File: src/rtl/riscv_core_mul_div_ctrl.sv
// riscv_core_mul_div_ctrl
// Execute-stage sequencer for RISC-V M-extension instructions. Accepts one
// MUL/DIV/REM instruction at a time from issue, registers its operands, drives
// the downstream mul/div unit, stalls the pipeline while busy and produces a
// single write-back beat. Divide-by-zero and signed overflow are answered
// locally without starting the divider. A watchdog aborts a divide whose done
// pulse never arrives; a flush kills the in-flight instruction.
//
// Ports:
//   i_mdctrl_clk / i_mdctrl_rstn       clock (rising edge), async active-low reset
//   i_mdctrl_valid / o_mdctrl_ready    issue handshake (ready only in IDLE)
//   i_mdctrl_funct3/isword/srcA/srcB/rd  decoded instruction fields
//   i_mdctrl_flush                     kill the in-flight instruction
//   o_mdctrl_md_*                      registered operands/control + enable to mul/div
//   i_mdctrl_md_busy/done/result       mul/div unit status and result
//   o_mdctrl_stall                     hold upstream pipeline
//   o_mdctrl_wb_valid/rd/result        one-cycle write-back beat
//   o_mdctrl_timeout                   one-cycle watchdog pulse
module riscv_core_mul_div_ctrl #(
  parameter int XLEN        = 64,
  parameter int DIV_TIMEOUT = 80
) (
  input  logic            i_mdctrl_clk,
  input  logic            i_mdctrl_rstn,
  input  logic            i_mdctrl_valid,
  output logic            o_mdctrl_ready,
  input  logic [2:0]      i_mdctrl_funct3,
  input  logic            i_mdctrl_isword,
  input  logic [XLEN-1:0] i_mdctrl_srcA,
  input  logic [XLEN-1:0] i_mdctrl_srcB,
  input  logic [4:0]      i_mdctrl_rd,
  input  logic            i_mdctrl_flush,
  output logic [XLEN-1:0] o_mdctrl_md_srcA,
  output logic [XLEN-1:0] o_mdctrl_md_srcB,
  output logic [3:0]      o_mdctrl_md_control,
  output logic            o_mdctrl_md_isword,
  output logic            o_mdctrl_md_en,
  input  logic            i_mdctrl_md_busy,
  input  logic            i_mdctrl_md_done,
  input  logic [XLEN-1:0] i_mdctrl_md_result,
  output logic            o_mdctrl_stall,
  output logic            o_mdctrl_wb_valid,
  output logic [4:0]      o_mdctrl_wb_rd,
  output logic [XLEN-1:0] o_mdctrl_wb_result,
  output logic            o_mdctrl_timeout
);

  localparam int CW = $clog2(DIV_TIMEOUT + 1);

  typedef enum logic [2:0] {
    IDLE, MUL, SPECIAL, DIV_START, DIV_WAIT, DRAIN, WB
  } state_t;

  state_t            state_reg, state_next;
  logic [XLEN-1:0]   srca_reg, srcb_reg;
  logic [2:0]        funct3_reg;
  logic              isword_reg;
  logic [4:0]        rd_reg;
  logic [XLEN-1:0]   result_reg, result_next;
  logic [CW-1:0]     cnt_reg, cnt_next;
  logic              accept;
  logic              div_expired;

  // Word ops: every result is the sign-extension of its low 32 bits.
  function automatic logic [XLEN-1:0] word_fix(input logic w, input logic [XLEN-1:0] v);
    return w ? {{(XLEN-32){v[31]}}, v[31:0]} : v;
  endfunction

  function automatic logic b_is_zero(input logic w, input logic [XLEN-1:0] b);
    return w ? (b[31:0] == 32'd0) : (b == '0);
  endfunction

  // Most-negative / -1 only overflows for the signed forms (funct3[0]==0).
  function automatic logic signed_ovf(input logic [2:0] f3, input logic w,
                                      input logic [XLEN-1:0] a, input logic [XLEN-1:0] b);
    if (f3[0]) return 1'b0;
    if (w) return (a[31:0] == 32'h8000_0000) && (b[31:0] == 32'hFFFF_FFFF);
    return (a == {1'b1, {(XLEN-1){1'b0}}}) && (b == '1);
  endfunction

  function automatic logic special_hit(input logic [2:0] f3, input logic w,
                                       input logic [XLEN-1:0] a, input logic [XLEN-1:0] b);
    return f3[2] && (b_is_zero(w, b) || signed_ovf(f3, w, a, b));
  endfunction

  // funct3[1] selects REM; divide-by-zero takes precedence over overflow.
  function automatic logic [XLEN-1:0] special_val(input logic [2:0] f3, input logic w,
                                                  input logic [XLEN-1:0] a, input logic [XLEN-1:0] b);
    logic [XLEN-1:0] v;
    if (b_is_zero(w, b)) v = f3[1] ? a : '1;
    else                 v = f3[1] ? '0 : a;
    return word_fix(w, v);
  endfunction

  assign div_expired = (cnt_reg == CW'(DIV_TIMEOUT - 1)) && !i_mdctrl_md_done;

  always_comb begin
    state_next        = state_reg;
    result_next       = result_reg;
    cnt_next          = cnt_reg;
    accept            = 1'b0;
    o_mdctrl_md_en    = 1'b0;
    o_mdctrl_wb_valid = 1'b0;
    o_mdctrl_timeout  = 1'b0;
    case (state_reg)
      IDLE: begin
        if (i_mdctrl_valid && !i_mdctrl_flush) begin
          accept = 1'b1;
          if (!i_mdctrl_funct3[2])
            state_next = MUL;
          else if (special_hit(i_mdctrl_funct3, i_mdctrl_isword, i_mdctrl_srcA, i_mdctrl_srcB))
            state_next = SPECIAL;
          else
            state_next = DIV_START;
        end
      end
      MUL: begin
        o_mdctrl_md_en = 1'b1;
        result_next    = word_fix(isword_reg, i_mdctrl_md_result);
        state_next     = i_mdctrl_flush ? IDLE : WB;
      end
      SPECIAL: begin
        result_next = special_val(funct3_reg, isword_reg, srca_reg, srcb_reg);
        state_next  = i_mdctrl_flush ? IDLE : WB;
      end
      DIV_START: begin
        // The divider cannot be aborted, so the start pulse goes out even under flush.
        o_mdctrl_md_en = 1'b1;
        cnt_next       = '0;
        state_next     = i_mdctrl_flush ? DRAIN : DIV_WAIT;
      end
      DIV_WAIT: begin
        cnt_next = cnt_reg + 1'b1;
        if (div_expired) begin
          o_mdctrl_timeout = 1'b1;
          state_next       = IDLE;
        end else if (i_mdctrl_flush) begin
          state_next = i_mdctrl_md_done ? IDLE : DRAIN;
        end else if (i_mdctrl_md_done) begin
          result_next = word_fix(isword_reg, i_mdctrl_md_result);
          state_next  = WB;
        end
      end
      DRAIN: begin
        // Wait for the killed divide to finish so its done pulse cannot
        // be mistaken for the next instruction's.
        cnt_next = cnt_reg + 1'b1;
        if (i_mdctrl_md_done) begin
          state_next = IDLE;
        end else if (div_expired) begin
          o_mdctrl_timeout = 1'b1;
          state_next       = IDLE;
        end
      end
      WB: begin
        o_mdctrl_wb_valid = !i_mdctrl_flush;
        state_next        = IDLE;
      end
      default: state_next = IDLE;
    endcase
  end

  always_ff @(posedge i_mdctrl_clk or negedge i_mdctrl_rstn) begin
    if (!i_mdctrl_rstn) begin
      state_reg  <= IDLE;
      srca_reg   <= '0;
      srcb_reg   <= '0;
      funct3_reg <= '0;
      isword_reg <= 1'b0;
      rd_reg     <= '0;
      result_reg <= '0;
      cnt_reg    <= '0;
    end else begin
      state_reg  <= state_next;
      result_reg <= result_next;
      cnt_reg    <= cnt_next;
      if (accept) begin
        srca_reg   <= i_mdctrl_srcA;
        srcb_reg   <= i_mdctrl_srcB;
        funct3_reg <= i_mdctrl_funct3;
        isword_reg <= i_mdctrl_isword;
        rd_reg     <= i_mdctrl_rd;
      end
    end
  end

  assign o_mdctrl_ready      = (state_reg == IDLE);
  assign o_mdctrl_stall      = (state_reg != IDLE) | (i_mdctrl_valid & (state_reg != IDLE));
  assign o_mdctrl_md_srcA    = srca_reg;
  assign o_mdctrl_md_srcB    = srcb_reg;
  assign o_mdctrl_md_control = {1'b0, funct3_reg};
  assign o_mdctrl_md_isword  = isword_reg;
  assign o_mdctrl_wb_rd      = rd_reg;
  assign o_mdctrl_wb_result  = result_reg;

  // The divider must report busy for as long as we are waiting on it.
  busy_in_wait: assert property (@(posedge i_mdctrl_clk) disable iff (!i_mdctrl_rstn)
                                 (state_reg == DIV_WAIT) |-> i_mdctrl_md_busy);

endmodule

File: config.mk
export PLATFORM = sky130hd
export DESIGN_NAME = riscv_core_mul_div_ctrl
export DESIGN_NICKNAME = d
export VERILOG_FILES = /design/src/rtl/riscv_core_mul_div_ctrl.sv
export SDC_FILE = /design/constraint.sdc
export NUM_CORES = 1
export LEC_CHECK = 0
export ABC_CLOCK_PERIOD_IN_PS = 1740
export BUFFER_PORTS_ARGS = -buffer_cell sky130_fd_sc_hd__clkbuf_2
export CELL_PAD_IN_SITES_DETAIL_PLACEMENT = 1
export CELL_PAD_IN_SITES_GLOBAL_PLACEMENT = 1
export CORE_UTILIZATION = 34
export DETAILED_ROUTE_END_ITERATION = 7
export PLACE_DENSITY_LB_ADDON = 0.15
export SLEW_MARGIN = 20
export SYNTH_ARGS = -nofsm -noshare
export SYNTH_HDL_FRONTEND = slang
export SYNTH_SLANG_ARGS = --single-unit
export TNS_END_PERCENT = 100
File: constraint.sdc
create_clock -name i_mdctrl_clk -period 1.74 [get_ports i_mdctrl_clk]
set_clock_uncertainty 0.15 [all_clocks]
set_input_delay 0.348 -clock i_mdctrl_clk [delete_from_list [all_inputs] [get_ports i_mdctrl_clk]]
set_output_delay 0.348 -clock i_mdctrl_clk [all_outputs]
set_load 0.02 [all_outputs]
* Word level (Yosys, flattened, before mapping)
Index checks and enable logic that the tools add are counted.
** Operators by class
- Add/subtract/negate cells :: 1
- Equality and inequality tests :: 17
- Muxes and demuxes :: 47
- Bitwise operators :: 2
- Reduce and logical (&&, ||, !) cells :: 21
** Operator list (count)
- $mux W64 :: 8
- $pmux W64 S3 :: 1
- $eq A64 B64 Y1 const B :: 2
- $logic_not A64 Y1 :: 2
- $eq A32 B32 Y1 const B :: 2
- $logic_not A32 Y1 :: 2
- $mux W1 :: 26
- $mux W3 :: 8
- $pmux W3 S5 :: 1
- $pmux W7 S2 :: 1
- $eq A3 B3 Y1 const B :: 3
- $add A7 B1 Y7 const B :: 1
- $eq A7 B7 Y1 const B :: 1
- $eq A3 B2 Y1 const B :: 2
- $ne A2 B2 Y1 const B :: 3
- $reduce_bool A3 Y1 :: 2
- $reduce_or A2 Y1 :: 3
- $logic_and A1 B1 Y1 :: 5
- $ne A4 B4 Y1 const B :: 1
- $reduce_and A4 Y1 :: 1
- $eq A3 B1 Y1 const B :: 1
- $logic_not A3 Y1 :: 1
- $ne A3 B3 Y1 const B :: 1
- $reduce_and A3 Y1 :: 1
- 8 further kinds :: 9
** Storage, ports and cells
- Flip-flop bits (word level) :: 211
- Input port bits :: 207
- Output and inout port bits :: 207

* Logic depth before layout (Yosys ltp)
Gate-level depths: netlist (run 1).
- Word-level depth :: 19
- Depth in mapped cells :: 9
- Depth with buffers taken out :: 7

* Worst setup path after synthesis (run 1)
OpenSTA, ideal clock, no wires.
- Path kind :: register to register
- Start :: reg state_reg[0]
- End :: reg srca_reg[53], in the netlist o_mdctrl_md_srcA[53]
- Library setup time :: 0.128 ns
- Arrival time :: 1.876 ns
- Data required time :: 1.462 ns
- Path slack :: -0.413 ns
- Stages on the path, launching flop included :: 8
- Path buffers :: 3
- Cells stage by stage :: dfrtp_1 buf_2 or3_1 inv_1 nand2_1 buf_4 buf_6 mux2_1
** On the way
- Word-level cells in the longest chain between the ends :: 2
** Ends and longest elaborated chain
- from (decl) :: RTL line 54 : state_t state_reg, state_next;
- from (signal assigned) :: RTL line 174 : state_reg <= state_next;
- $logic_not A3 Y1
- named net o_mdctrl_ready :: RTL line 26 : output logic o_mdctrl_ready,
- $mux W1 :: RTL line 105 : case (state_reg)
- to (signal assigned) :: RTL line 178 : srca_reg <= i_mdctrl_srcA;
- to (decl) :: RTL line 55 : logic [XLEN-1:0] srca_reg, srcb_reg;
The timed path passes the listed nets, and every way through them passes these cells.
A chain may end at the register's enable or synchronous reset.

* Worst setup path in the final report (run 1)
- Start :: reg srcb_reg[38], in the netlist o_mdctrl_md_srcB[38]
- End :: reg result_reg[13], in the netlist o_mdctrl_wb_result[13]
** On the way
- Word-level cells in the longest chain between the ends :: 5
** Ends and longest elaborated chain
- from (decl) :: RTL line 55
- from (signal assigned) :: RTL line 179 : srcb_reg <= i_mdctrl_srcB;
- $logic_not A64 Y1 :: RTL line 70 : return w ? (b[31:0] == 32'd0) : (b == '0);
- $mux W1 :: RTL line 70
- $mux W64 :: RTL line 90 : if (b_is_zero(w, b)) v = f3[1] ? a : '1;
- $mux W64 :: RTL line 66 : return w ? {{(XLEN-32){v[31]}}, v[31:0]} : v;
- $pmux W64 S3 :: RTL line 105
- to (signal assigned) :: RTL line 175 : result_reg <= result_next;
- to (decl) :: RTL line 59 : logic [XLEN-1:0] result_reg, result_next;
No other way between the ends.

==> results of run 1 <==
per-layer routing:
metal | share of wire, % | routed length [um] | up-vias
li1 | - | - | 5552
met1 | 37 | 23990 | 6664
met2 | 50 | 31770 | 704
met3 | 7.2 | 4607 | 250
met4 | 5.9 | 3767 | 0
met5 | 0 | 0 | -
cell usage after synthesis (4+ instances only):
master	number	area share, %
dfrtp_1	211	47
nand2_1	76	2.5
nor3_1	33	1.5
nor2b_1	67	3.7
nor2_1	78	2.6
buf_6	17	1.7
o21ai_0	76	3.4
clkbuf_1	41	1.4
buf_4	5	0.33
o221ai_1	32	2.5
nand4_1	27	1.5
buf_2	15	0.67
o211ai_1	33	2.2
buf_1	5	0.17
nor4_1	46	2.6
nand4b_1	32	2.5
a21oi_1	38	1.7
nand3_1	6	0.27
a211oi_2	30	3.3
nor4b_1	4	0.31
mux2_2	127	13
or3_1	36	2.0
mux2_1	10	1.0
inv_1	4	0.13
worst max-delay path, delay by kind of cell, from the launching register on:
kind                     cells  cell delay (ps)
buffers and inverters        2              300
AND/OR/NAND/NOR              3              940
flip-flops                   1              430
AO/OA/AOI/OAI                2              450
adder cells (fa/ha/maj)      1              190
report_power, final:
part | leakage [nW] | switching [W] | internal [W] | total [W]
combinational | 6.13 | 0.0122 | 0.0106 | 0.0228
sequential | 2.50 | 0.00270 | 0.00747 | 0.0102
clock | 0.460 | 0.00244 | 0.00357 | 0.00600
layout make-up:
type | instances | area, sq um | share of cell area, %
tap | 442 | 553.0 | 2.778
antenna | 1 | 2.502 | 0.01257
clock buffer | 37 | 782.0 | 3.929
inverter | 4 | 20.02 | 0.1006
timing repair buffer | 803 | 6893 | 34.63
clock inverter | 11 | 143.9 | 0.7229
multi-input combinational | 786 | 6197 | 31.13
sequential | 211 | 5314 | 26.70
through the flow:
| stage | utilization, % | cells | setup WS, ps | power [W] | TNS, ps |
|---|---|---|---|---|---|
| 5_1_grt | 61.18 | 2295 | -894.5 | 0.04032 | -114480 |
| 2_1_floorplan | - | 1084 | -228.9 | 0.01884 | -35240 |
| 4_1_cts | 59.30 | 2287 | -590.4 | 0.03577 | -72550 |
| 3_3_place_gp | 48.11 | 2097 | -564.8 | 0.02649 | -48130 |
| 3_5_place_dp | 48.11 | 2097 | -645.2 | 0.02693 | -54880 |
| 6_report | 61.18 | 2295 | -800.1 | 0.03898 | -106700 |
what timing repair did:
action | in CTS | in global routing
cloned | 27 | 6
gates resized for setup | 202 | 278
buffers inserted | 41 | 47
endpoints found under the hold margin | 292 | 0
hold buffers | 82 | 0
pin swaps | 35 | 46
setup endpoints to repair | 236 | 288
kinds of logic (layout without fill, tap and decap cells):
| family | Yosys count | after routing |
|---|---|---|
| mux | 138 | 138 |
| simple gates | 421 | 423 |
| other cells | 1 | 2 |
| buf+inv | 89 | 855 |
| xor+xnor | 1 | 1 |
| fa+ha+maj | 2 | 2 |
| flops | 211 | 211 |
| compound gates | 221 | 221 |
how the worst max path moves through the flow:
stage | to | slack (ps)
floorplan | o_mdctrl_wb_result[10] | -230
global placement | o_mdctrl_wb_result[22] | -560
detailed placement | o_mdctrl_wb_result[4] | -650
CTS | o_mdctrl_timeout | -590
global route | o_mdctrl_wb_result[34] | -890
finish | o_mdctrl_wb_result[13] | -800
==> summary.md, run 1 <==
| Metric | Value |
|---|---|
| Hold WC Path Type | `in2reg` |
| Initial antenna violation count | `1` |
| Grt met1 use | `38.73%` |
| GR Util met3 | `5.804%` |
| Crit-path slowest cell | `dfrtp_2` |
| Period minus WS final | `roughly 2500 ps` |
| Maximum vdd ir drop | `roughly 1.2 mV` |
| Hold worst-path end | `o_mdctrl_md_srcA[44]` |
| R2r startpoint | `o_mdctrl_md_srcB[38]` |
| Insertion delay to the later sink of the worst-skew pair | `approximately 560 ps` |
| Max-slew headroom | `between 50% and 60%` |
| Post-synthesis mux area share | `13.78%` |
| Post-synth EDFFs | `0` |
| Critical path fanouts, max | `8` |
| Gr busiest metal | `met2` |
| Number of H-tree levels | `1` |
| Ratio of cells with drive above 1 in the final layout | `57.02%` |
| Worst setup SP type | `flip-flop` |
| Antenna-violating nets left | `0` |
| Post-Synth XOR/XNOR Area | `less than 1%` |
| Slowest Stage Delay on Critical Path | `between 400 and 500 ps` |
| Main synth FF type | `dfrtp_1` |
| Fill cells | `approximately 3,500` |
| Adder-cell share of the synthesized area | `less than 1%` |
| Post-Synth Simple-Gate Area | `between 20% and 30%` |
| Largest net degree at the start of global routing | `57` |
| Commonest non-fill, non-tap cell in the layout | `clkbuf_2` |
| Most frequent cells in the layout | `clkbuf_2, dfrtp_1, buf_4, mux2_2, buf_6` |
| FF-to-FF path depth | `8` |
| DIE WIDTH | `approximately 180 um` |
| NumNets Final | `slightly above 2,000` |
| Rows | `66` |
| CP Class | `reg2reg` |
| Ys async rst share | `100.0%` |
| Dpl cell area | `0.01565 sq mm` |
| Slew Limit Fails | `0` |
| Clock tree buffer depth | `3` |
| Yosys cell types | `50` |
| Syn Inst Count | `1,084` |
| Synthesized net count | `between 1,000 and 1,500` |
| CTS tree | `built` |
| Syn_area_per_cell | `10.39 sq um` |
| Yosys reg bits | `211` |
| Status | `complete, but fails checks` |
| Yosys warning count | `0` |
| Lkg Pwr | `9.099 nW` |
| CORE AREA | `0.03254 sq mm` |
| Die height | `184.0 um` |
| Gr ovfl total | `0` |
| Compound-Gate Fraction of Synth Area | `14.03%` |
| Reg-to-reg setup timing slack | `-800 ps` |
| Max Cap Violations | `0` |
| Setup violators final | `247` |
| HP Start | `i_mdctrl_srcA[44]` |
| Syn-to-layout area delta | `76.71%` |
| Sequential share of the synthesized area | `46.87%` |
| Starting DRT DRC Count | `886` |
| TritonCTS Sinks | `211` |
| PwrDens | `around 2000 mW/mm^2` |
| Post-route DRC | `0` |
| M2 GR Usage | `58.24%` |
| Fmax | `393.7 MHz` |
| Gr usage total | `32.84%` |
| Clock-pin slew on the worst setup and hold paths | `70 ps` |
| Final hold vios | `0` |
| Failing checks | `negative setup slack` |
| Vias in the first global route | `13,974` |
| Worst EP arrival | `2870 ps` |
| Routed vias | `13,170` |
| DRT Pass-1 Iters | `5` |
| WL/cell | `27.95 um` |
| Critical-path cell list | `nor4_1 > nand4_1 > o21bai_4 > and2_4 > buf_12 > buf_12 > maj3_2 > o221a_2` |
| CP required | `2070 ps` |
| First-pass GRT wire length | `84.57 mm` |
| Fin area | `0.01991 sq mm` |
| Worst path most repeated cell | `buf_12` |
| Slew @ Worst Pin | `between 600 and 700 ps` |
| Routed wire length | `64.14 mm` |
| Final WS setup | `-800.1 ps` |
| R2r endpoint | `o_mdctrl_wb_result[13]` |
| CTS Root Cell | `clkbuf_16` |
| Crit path from | `o_mdctrl_md_srcB[38]` |
| Hold path depth | `3` |
| Synth Cell Area | `between 0.01 and 0.015 sq mm` |
| GP Congestion | `0.8612` |
| CP Capture Type | `flip-flop` |
| IO Pins | `414` |
| Final worst-path cycle share | `146.0%` |
| Hpwl dp | `33.42 mm` |
| Routed vias/inst | `5.739` |
| Die area | `between 0.03 and 0.04 sq mm` |
| RSZ-0062 raised after global routing | `yes` |
| CTS buffer count | `26` |
| Worst hold margin | `~13 ps` |
| Port buffer count | `411` |
| Initial core utilization | `roughly 35%` |
| Largest family of logic cells by synthesized area | `simple AND/OR/NAND/NOR gates` |
(Power assumes the default switching activity.)
==> inputs of run 2 (changes only) <==
--- a/config.mk
+++ b/config.mk
@@ -9,9 +9,10 @@
 export BUFFER_PORTS_ARGS = -buffer_cell sky130_fd_sc_hd__clkbuf_2
 export CELL_PAD_IN_SITES_DETAIL_PLACEMENT = 1
 export CELL_PAD_IN_SITES_GLOBAL_PLACEMENT = 1
+export CORE_ASPECT_RATIO = 1.5
 export CORE_UTILIZATION = 34
 export DETAILED_ROUTE_END_ITERATION = 7
-export PLACE_DENSITY_LB_ADDON = 0.15
+export PLACE_DENSITY_LB_ADDON = 0.1
 export SLEW_MARGIN = 20
 export SYNTH_ARGS = -nofsm -noshare
 export SYNTH_HDL_FRONTEND = slang
==> run 2 against run 1 <==
Compared with the run above: critical endpoint is now o_mdctrl_wb_result[40]; fmax grew 5.4%; global-route usage increased by 0.44 points; flip-flop and latch count stayed put; via count fell by 4.7%; register-to-register slack improved by 130 ps; utilization fell by 1.5 points; count of clock-buffer cells in the layout unchanged; first-iteration DRC count fell by 35%; highest routed layer unchanged; worst setup slack gained 130 ps; worst hold slack better by 2.8 ps; critical path depth rose by 1; the run still ends with negative setup slack left.
==> summary.md, run 2 (same netlist as run 1, synthesis figures left out) <==
| Metric | Value |
|---|---|
| NumNets Final | `2,005` |
| DRT Pass-1 Iters | `4` |
| Worst setup SP type | `flip-flop` |
| Crit-path slowest cell | `nor4_1` |
| Max Cap Violations | `0` |
| TritonCTS Sinks | `between 200 and 250` |
| RSZ-0062 raised after global routing | `yes` |
| Routed wire length | `59.27 mm` |
| Commonest non-fill, non-tap cell in the layout | `clkbuf_2` |
| Rows | `a little over 80` |
| Clock-pin slew on the worst setup and hold paths | `60 ps` |
| CP Capture Type | `flip-flop` |
| Total power | `0.03712 W` |
| Hpwl dp | `35.09 mm` |
| Period minus WS final | `around 2400 ps` |
| Fin util | `59.64%` |
| Final worst-path cycle share | `138.5%` |
| Routed vias/inst | `5.620` |
| Failing checks | `negative setup slack` |
| Ratio of cells with drive above 1 in the final layout | `between 50% and 60%` |
| Clock tree buffer depth | `3` |
| Area of the multi-input gates | `0.006402 sq mm` |
| Fill cells | `3,559` |
| Worst path bufs/invs | `3` |
| DP Worst Slack | `-662.5 ps` |
| Port buffer count | `411` |
| Most frequent cells in the layout | `clkbuf_2, dfrtp_1, buf_4, mux2_2, dlygate4sd3_1` |
| First-pass GRT wire length | `84.13 mm` |
| Final hold vios | `0` |
| GP Congestion | `a little under 0.9` |
| Routed vias | `12,555` |
| Initial antenna violation count | `4` |
| Die height | `224.9 um` |
| IO Pins | `between 400 and 500` |
| Fmax | `about 410 MHz` |
| Antenna-violating nets left | `0` |
| Vias in the first global route | `roughly 14,000` |
| Setup violators final | `221` |
| WL/cell | `between 20 and 30 um` |
| DIE WIDTH | `about 150 um` |
| Syn-to-layout area delta | `72.76%` |
| Starting DRT DRC Count | `between 500 and 600` |
| Status | `complete, but fails checks` |
| Gr usage total | `33.28%` |
| Fin cells | `2,234` |
| Placed Instances | `2,045` |
| Die area | `~0.034 sq mm` |
| Slowest Stage Delay on Critical Path | `about 470 ps` |
| Lkg Pwr | `8.755 nW` |
| Post-route DRC | `0` |
| Number of H-tree levels | `1` |
| Largest net degree at the start of global routing | `48` |
| Slew Limit Fails | `0` |
| Register area | `around 0.0053 sq mm` |
| Insertion delay to the later sink of the worst-skew pair | `550 ps` |
| PwrDens | `1907 mW/mm^2` |
| Max-slew headroom | `49.19%` |
| CTS tree | `built` |
| Critical path fanouts, max | `8` |
| Maximum vdd ir drop | `about 1.1 mV` |
| Initial core utilization | `34.52%` |
| CORE AREA | `0.03263 sq mm` |
| CP top delay family | `simple AND/OR/NAND/NOR gates` |
| CP Class | `reg2reg` |
| CP required | `2060 ps` |
| CTS Root Cell | `clkbuf_16` |
| Slew @ Worst Pin | `755.2 ps` |
| Worst EP arrival | `roughly 2700 ps` |
| Gr ovfl total | `0` |
| Critical-path cell list | `nor4_1 > nand4_1 > o21bai_4 > buf_4 > nand3_4 > buf_12 > buf_16 > a21oi_2 > nand4b_1` |
| Hold WC Path Type | `in2reg` |
| CTS buffer count | `25` |
| Final WS setup | `-670.0 ps` |
run 2: cell count changes in the layout (fill, tap and decap cells not counted), moves of 6 or more:
cell	before	now
a21oi_2	8	31
buf_6	96	75
clkbuf_2	342	348
dfrtp_1	184	191
a21oi_1	30	5
o221ai_2	2	12
clkbuf_8	24	17
o221ai_1	30	18
dfrtp_2	27	20
buf_12	45	38
run 2: area by class of cell:
type	instances	share of cell area, %
Timing Repair Buffer	767	32.93
Multi-Input combinational cell	788	32.90
Sequential cell	211	27.26
Clock buffer	37	3.755
Tap cell	415	2.668
Clock inverter	7	0.3215
Inverter	4	0.1029
Antenna cell	5	0.06429
run 2: path summary, 6_finish.rpt:
check	startpoint	to	slack, ps	cells after the start
worst max-delay path	o_mdctrl_md_srcB[48]	o_mdctrl_wb_result[40]	-670	9
worst min-delay path	i_mdctrl_srcA[10]	o_mdctrl_md_srcA[10]	20	3
worst max register to register	o_mdctrl_md_srcB[48]	o_mdctrl_wb_result[40]	-670	9
worst min register to register	o_mdctrl_wb_result[42]	o_mdctrl_wb_result[42]	350	2
max in group asynchronous	i_mdctrl_rstn	o_mdctrl_md_srcB[33]	630	3
min in group asynchronous	i_mdctrl_rstn	o_mdctrl_wb_result[52]	180	2
run 2: layer usage:
metal	vias to the layer above	wire length [um]	track usage, %
met1	6356	21450	36.68
met2	508	31020	58.76
met5	-	0	0
met4	0	3910	21.52
li1	5503	-	-
met3	188	2895	5.081
run 2: where the power goes:
group	internal [W]	switching, W	leakage (nW)	total [W]
Combinational	0.00997	0.0119	5.85	0.0219
Clock	0.00304	0.00226	0.392	0.00530
Sequential	0.00745	0.00247	2.51	0.00992
Total	0.0205	0.0167	8.76	0.0371
run 2: timing repair:
item                                    4_1_cts  5_1_grt
gates cloned                                 29        2
pin swaps                                    38       63
hold endpoints to repair                    261        0
setup buffers                                37       45
endpoints found under the setup margin      231      275
hold buffers                                 80        0
gates resized for setup                     184      277
run 2: worst reg2reg max path, stage by stage, from the launching register on:
cell and delay, ps:
dfrtp_1 390, nor4_1 470, nand4_1 240, o21bai_4 190, buf_4 160, nand3_4 130
buf_12 180, buf_16 150, a21oi_2 150, nand4b_1 130
run 2: metrics by stage:
stage	setup TNS [ps]	hold slack (ps)	instance area [sq um]
6_report	-78140	15.92	19460
5_1_grt	-88040	19.69	19460
4_1_cts	-72800	0.1125	18770
3_5_place_dp	-61260	145.4	15370
3_3_place_gp	-54520	145.6	15370
2_1_floorplan	-35240	-97.59	11380
==> inputs of run 3 (changes only) <==
--- a/config.mk
+++ b/config.mk
@@ -6,13 +6,14 @@
 export NUM_CORES = 1
 export LEC_CHECK = 0
 export ABC_CLOCK_PERIOD_IN_PS = 1740
-export BUFFER_PORTS_ARGS = -buffer_cell sky130_fd_sc_hd__clkbuf_2
 export CELL_PAD_IN_SITES_DETAIL_PLACEMENT = 1
 export CELL_PAD_IN_SITES_GLOBAL_PLACEMENT = 1
 export CORE_ASPECT_RATIO = 1.5
-export CORE_UTILIZATION = 34
+export CORE_UTILIZATION = 43
 export DETAILED_ROUTE_END_ITERATION = 7
+export DONT_BUFFER_PORTS = 1
 export PLACE_DENSITY_LB_ADDON = 0.1
+export SETUP_SLACK_MARGIN = 0.2
 export SLEW_MARGIN = 20
 export SYNTH_ARGS = -nofsm -noshare
 export SYNTH_HDL_FRONTEND = slang
==> run 3 against run 2 <==
Compared with the run above: the run ends with negative hold slack, negative setup slack left; via count fell by 7.3%; die area fell by 21%; highest routed layer is now met5; combinational power decreased by 26%; design area down 11%.
==> summary.md, run 3 (same netlist as run 1, synthesis figures left out) <==
| Metric | Value |
|---|---|
| Fill cells | `2,546` |
| Most frequent cells in the layout | `dlygate4sd3_1, dfrtp_1, mux2_2, dfrtp_2, nor2_1` |
| Ratio of cells with drive above 1 in the final layout | `40.85%` |
| Crit-path slowest cell | `nor4_1` |
| Initial antenna violation count | `4` |
| Commonest non-fill, non-tap cell in the layout | `dlygate4sd3_1` |
| Hold-fix buffers at CTS | `approximately 170` |
| Rows | `72` |
| Gr usage total | `39.88%` |
| Worst path most repeated cell | `buf_12` |
| Fmax | `just under 400 MHz` |
| Insertion delay to the later sink of the worst-skew pair | `550 ps` |
| First-pass GRT wire length | `80.36 mm` |
| DRT Pass-1 Iters | `5` |
| Antenna-violating nets left | `0` |
| Gr ovfl total | `0` |
| Worst setup SP type | `flip-flop` |
| Initial core utilization | `a little over two fifths` |
| CP required | `2020 ps` |
| PwrDens | `1973 mW/mm^2` |
| Routed vias | `11,634` |
| Maximum vdd ir drop | `1.477 mV` |
| Die area | `0.02686 sq mm` |
| Number of H-tree levels | `1` |
| Syn-to-layout area delta | `53.19%` |
| NumNets Final | `~1,600` |
| Largest net degree at the start of global routing | `212` |
| Status | `complete, but fails checks` |
| TritonCTS Sinks | `between 200 and 250` |
| Clock tree buffer depth | `3` |
| CORE AREA | `0.02576 sq mm` |
| Lkg Pwr | `slightly below 7 nW` |
| Final hold vios | `approximately 210` |
| GP Congestion | `0.8202` |
| IO Pins | `414` |
| Max Cap Violations | `0` |
| Final worst-path cycle share | `149.6%` |
| Critical-path cell list | `nor4_1 > nand4_1 > nor2_4 > and2_4 > buf_12 > buf_12 > buf_16 > nand2_4 > a211oi_2` |
| Worst hold margin | `-648.7 ps` |
| Setup violators final | `217` |
| Routed vias/inst | `~6.6` |
| Hpwl dp | `28.78 mm` |
| CTS buffer count | `24` |
| Max-slew headroom | `58.71%` |
| Post-route DRC | `0` |
| DP Worst Slack | `-623.4 ps` |
| Final WS setup | `-863.1 ps` |
| Routed wire length | `58.28 mm` |
| Worst path bufs/invs | `3` |
| CP Class | `reg2reg` |
| Area of the multi-input gates | `0.006103 sq mm` |
| CP top delay family | `simple AND/OR/NAND/NOR gates` |
| DIE WIDTH | `134.2 um` |
| CTS tree | `built` |
| Worst EP arrival | `2890 ps` |
| Vias in the first global route | `12,831` |
| WL/cell | `33.17 um` |
| Register area | `about 0.0054 sq mm` |
| Period minus WS final | `between 2000 and 3000 ps` |
| Hold WC Path Type | `in2async` |
| Die height | `200.2 um` |
| Port buffer count | `0` |
| Critical path fanouts, max | `7` |
| Slew @ Worst Pin | `613.7 ps` |
| Slew Limit Fails | `0` |
| Starting DRT DRC Count | `701` |
| RSZ-0062 raised after global routing | `yes` |
| Slowest Stage Delay on Critical Path | `460 ps` |
| Failing checks | `negative hold slack, negative setup slack` |
| CTS Root Cell | `clkbuf_16` |
| CP Capture Type | `flip-flop` |
| Clock-pin slew on the worst setup and hold paths | `70 ps` |
## run 3: changes by cell type in the layout (fill, tap and decap cells not counted), moves of 10 or more
| cell | change |
|---|---|
| dlygate4sd3_1 | +90 |
| dfrtp_2 | +58 |
| nand2_1 | +13 |
| nand2_4 | -10 |
| o221ai_1 | +14 |
| clkbuf_2 | -348 |
| buf_8 | -19 |
| o221ai_2 | -12 |
| buf_4 | -103 |
| clkbuf_8 | -10 |
| dfrtp_1 | -58 |
## run 3: through the flow
stage | utilization, % | instances | total power (W) | TNS, ps | instance area (sq um)
5_1_grt | 66.96 | 1755 | 0.03497 | -97060 | 17250
4_1_cts | 64.24 | 1734 | 0.03164 | -59640 | 16550
3_3_place_gp | 49.00 | 1468 | 0.02347 | -46510 | 12620
2_1_floorplan | - | 1084 | 0.01890 | -35360 | 11450
3_5_place_dp | 49.00 | 1468 | 0.02388 | -51540 | 12620
6_report | 66.98 | 1757 | 0.03405 | -93760 | 17260
## run 3: worst paths after layout
| check | from | to | slack, ps | cells after the start |
|---|---|---|---|---|
| max in group asynchronous | i_mdctrl_rstn | o_mdctrl_wb_result[31] | 1720 | 0 |
| worst min-delay path | i_mdctrl_rstn | o_mdctrl_wb_result[58] | -650 | 0 |
| worst max register to register | o_mdctrl_md_srcB[25] | o_mdctrl_wb_result[8] | -860 | 9 |
| min in group i_mdctrl_clk | i_mdctrl_flush | state_reg[2] | 20 | 3 |
| worst max-delay path | o_mdctrl_md_srcB[25] | o_mdctrl_wb_result[8] | -860 | 9 |
| worst min register to register | cnt_reg[0] | cnt_reg[0] | 380 | 1 |
## run 3: what timing repair did
item                                   CTS  global route
gates resized for setup                123           162
buffers inserted                        29            15
endpoints found under the hold margin  380           211
pin swaps                               23            25
setup endpoints to repair              334           345
cloned                                  26             4
## run 3: where the power goes
group	total, W	switching (W)	internal (W)
combinational	0.0162	0.00851	0.00772
clock	0.00522	0.00231	0.00291
sequential	0.0126	0.00504	0.00757
total	0.0341	0.0158	0.0182
## run 3: worst reg2reg max path: cells and delay by family, from the launching register on
kind	cells	cell delay, ps
simple gates	5	1330
compound gates	1	250
buf+inv	3	350
flops	1	400
## run 3: area by class of cell
type / instances / share of cell area [%]
Clock buffer: 35 / 4.249
Sequential cell: 211 / 31.16
Antenna cell: 4 / 0.05800
Inverter: 4 / 0.1160
Multi-Input combinational cell: 787 / 35.37
Timing Repair Buffer: 376 / 26.41
Clock inverter: 7 / 0.2175
Tap cell: 333 / 2.414
## run 3: routing by layer
layer	part of all wire, %	GRT usage, %	up-vias
met5	0.022	0	-
met4	8.0	26.69	2
met3	8.4	9.542	313
met2	51	71.08	810
met1	32	40.83	5820
li1	-	-	4689
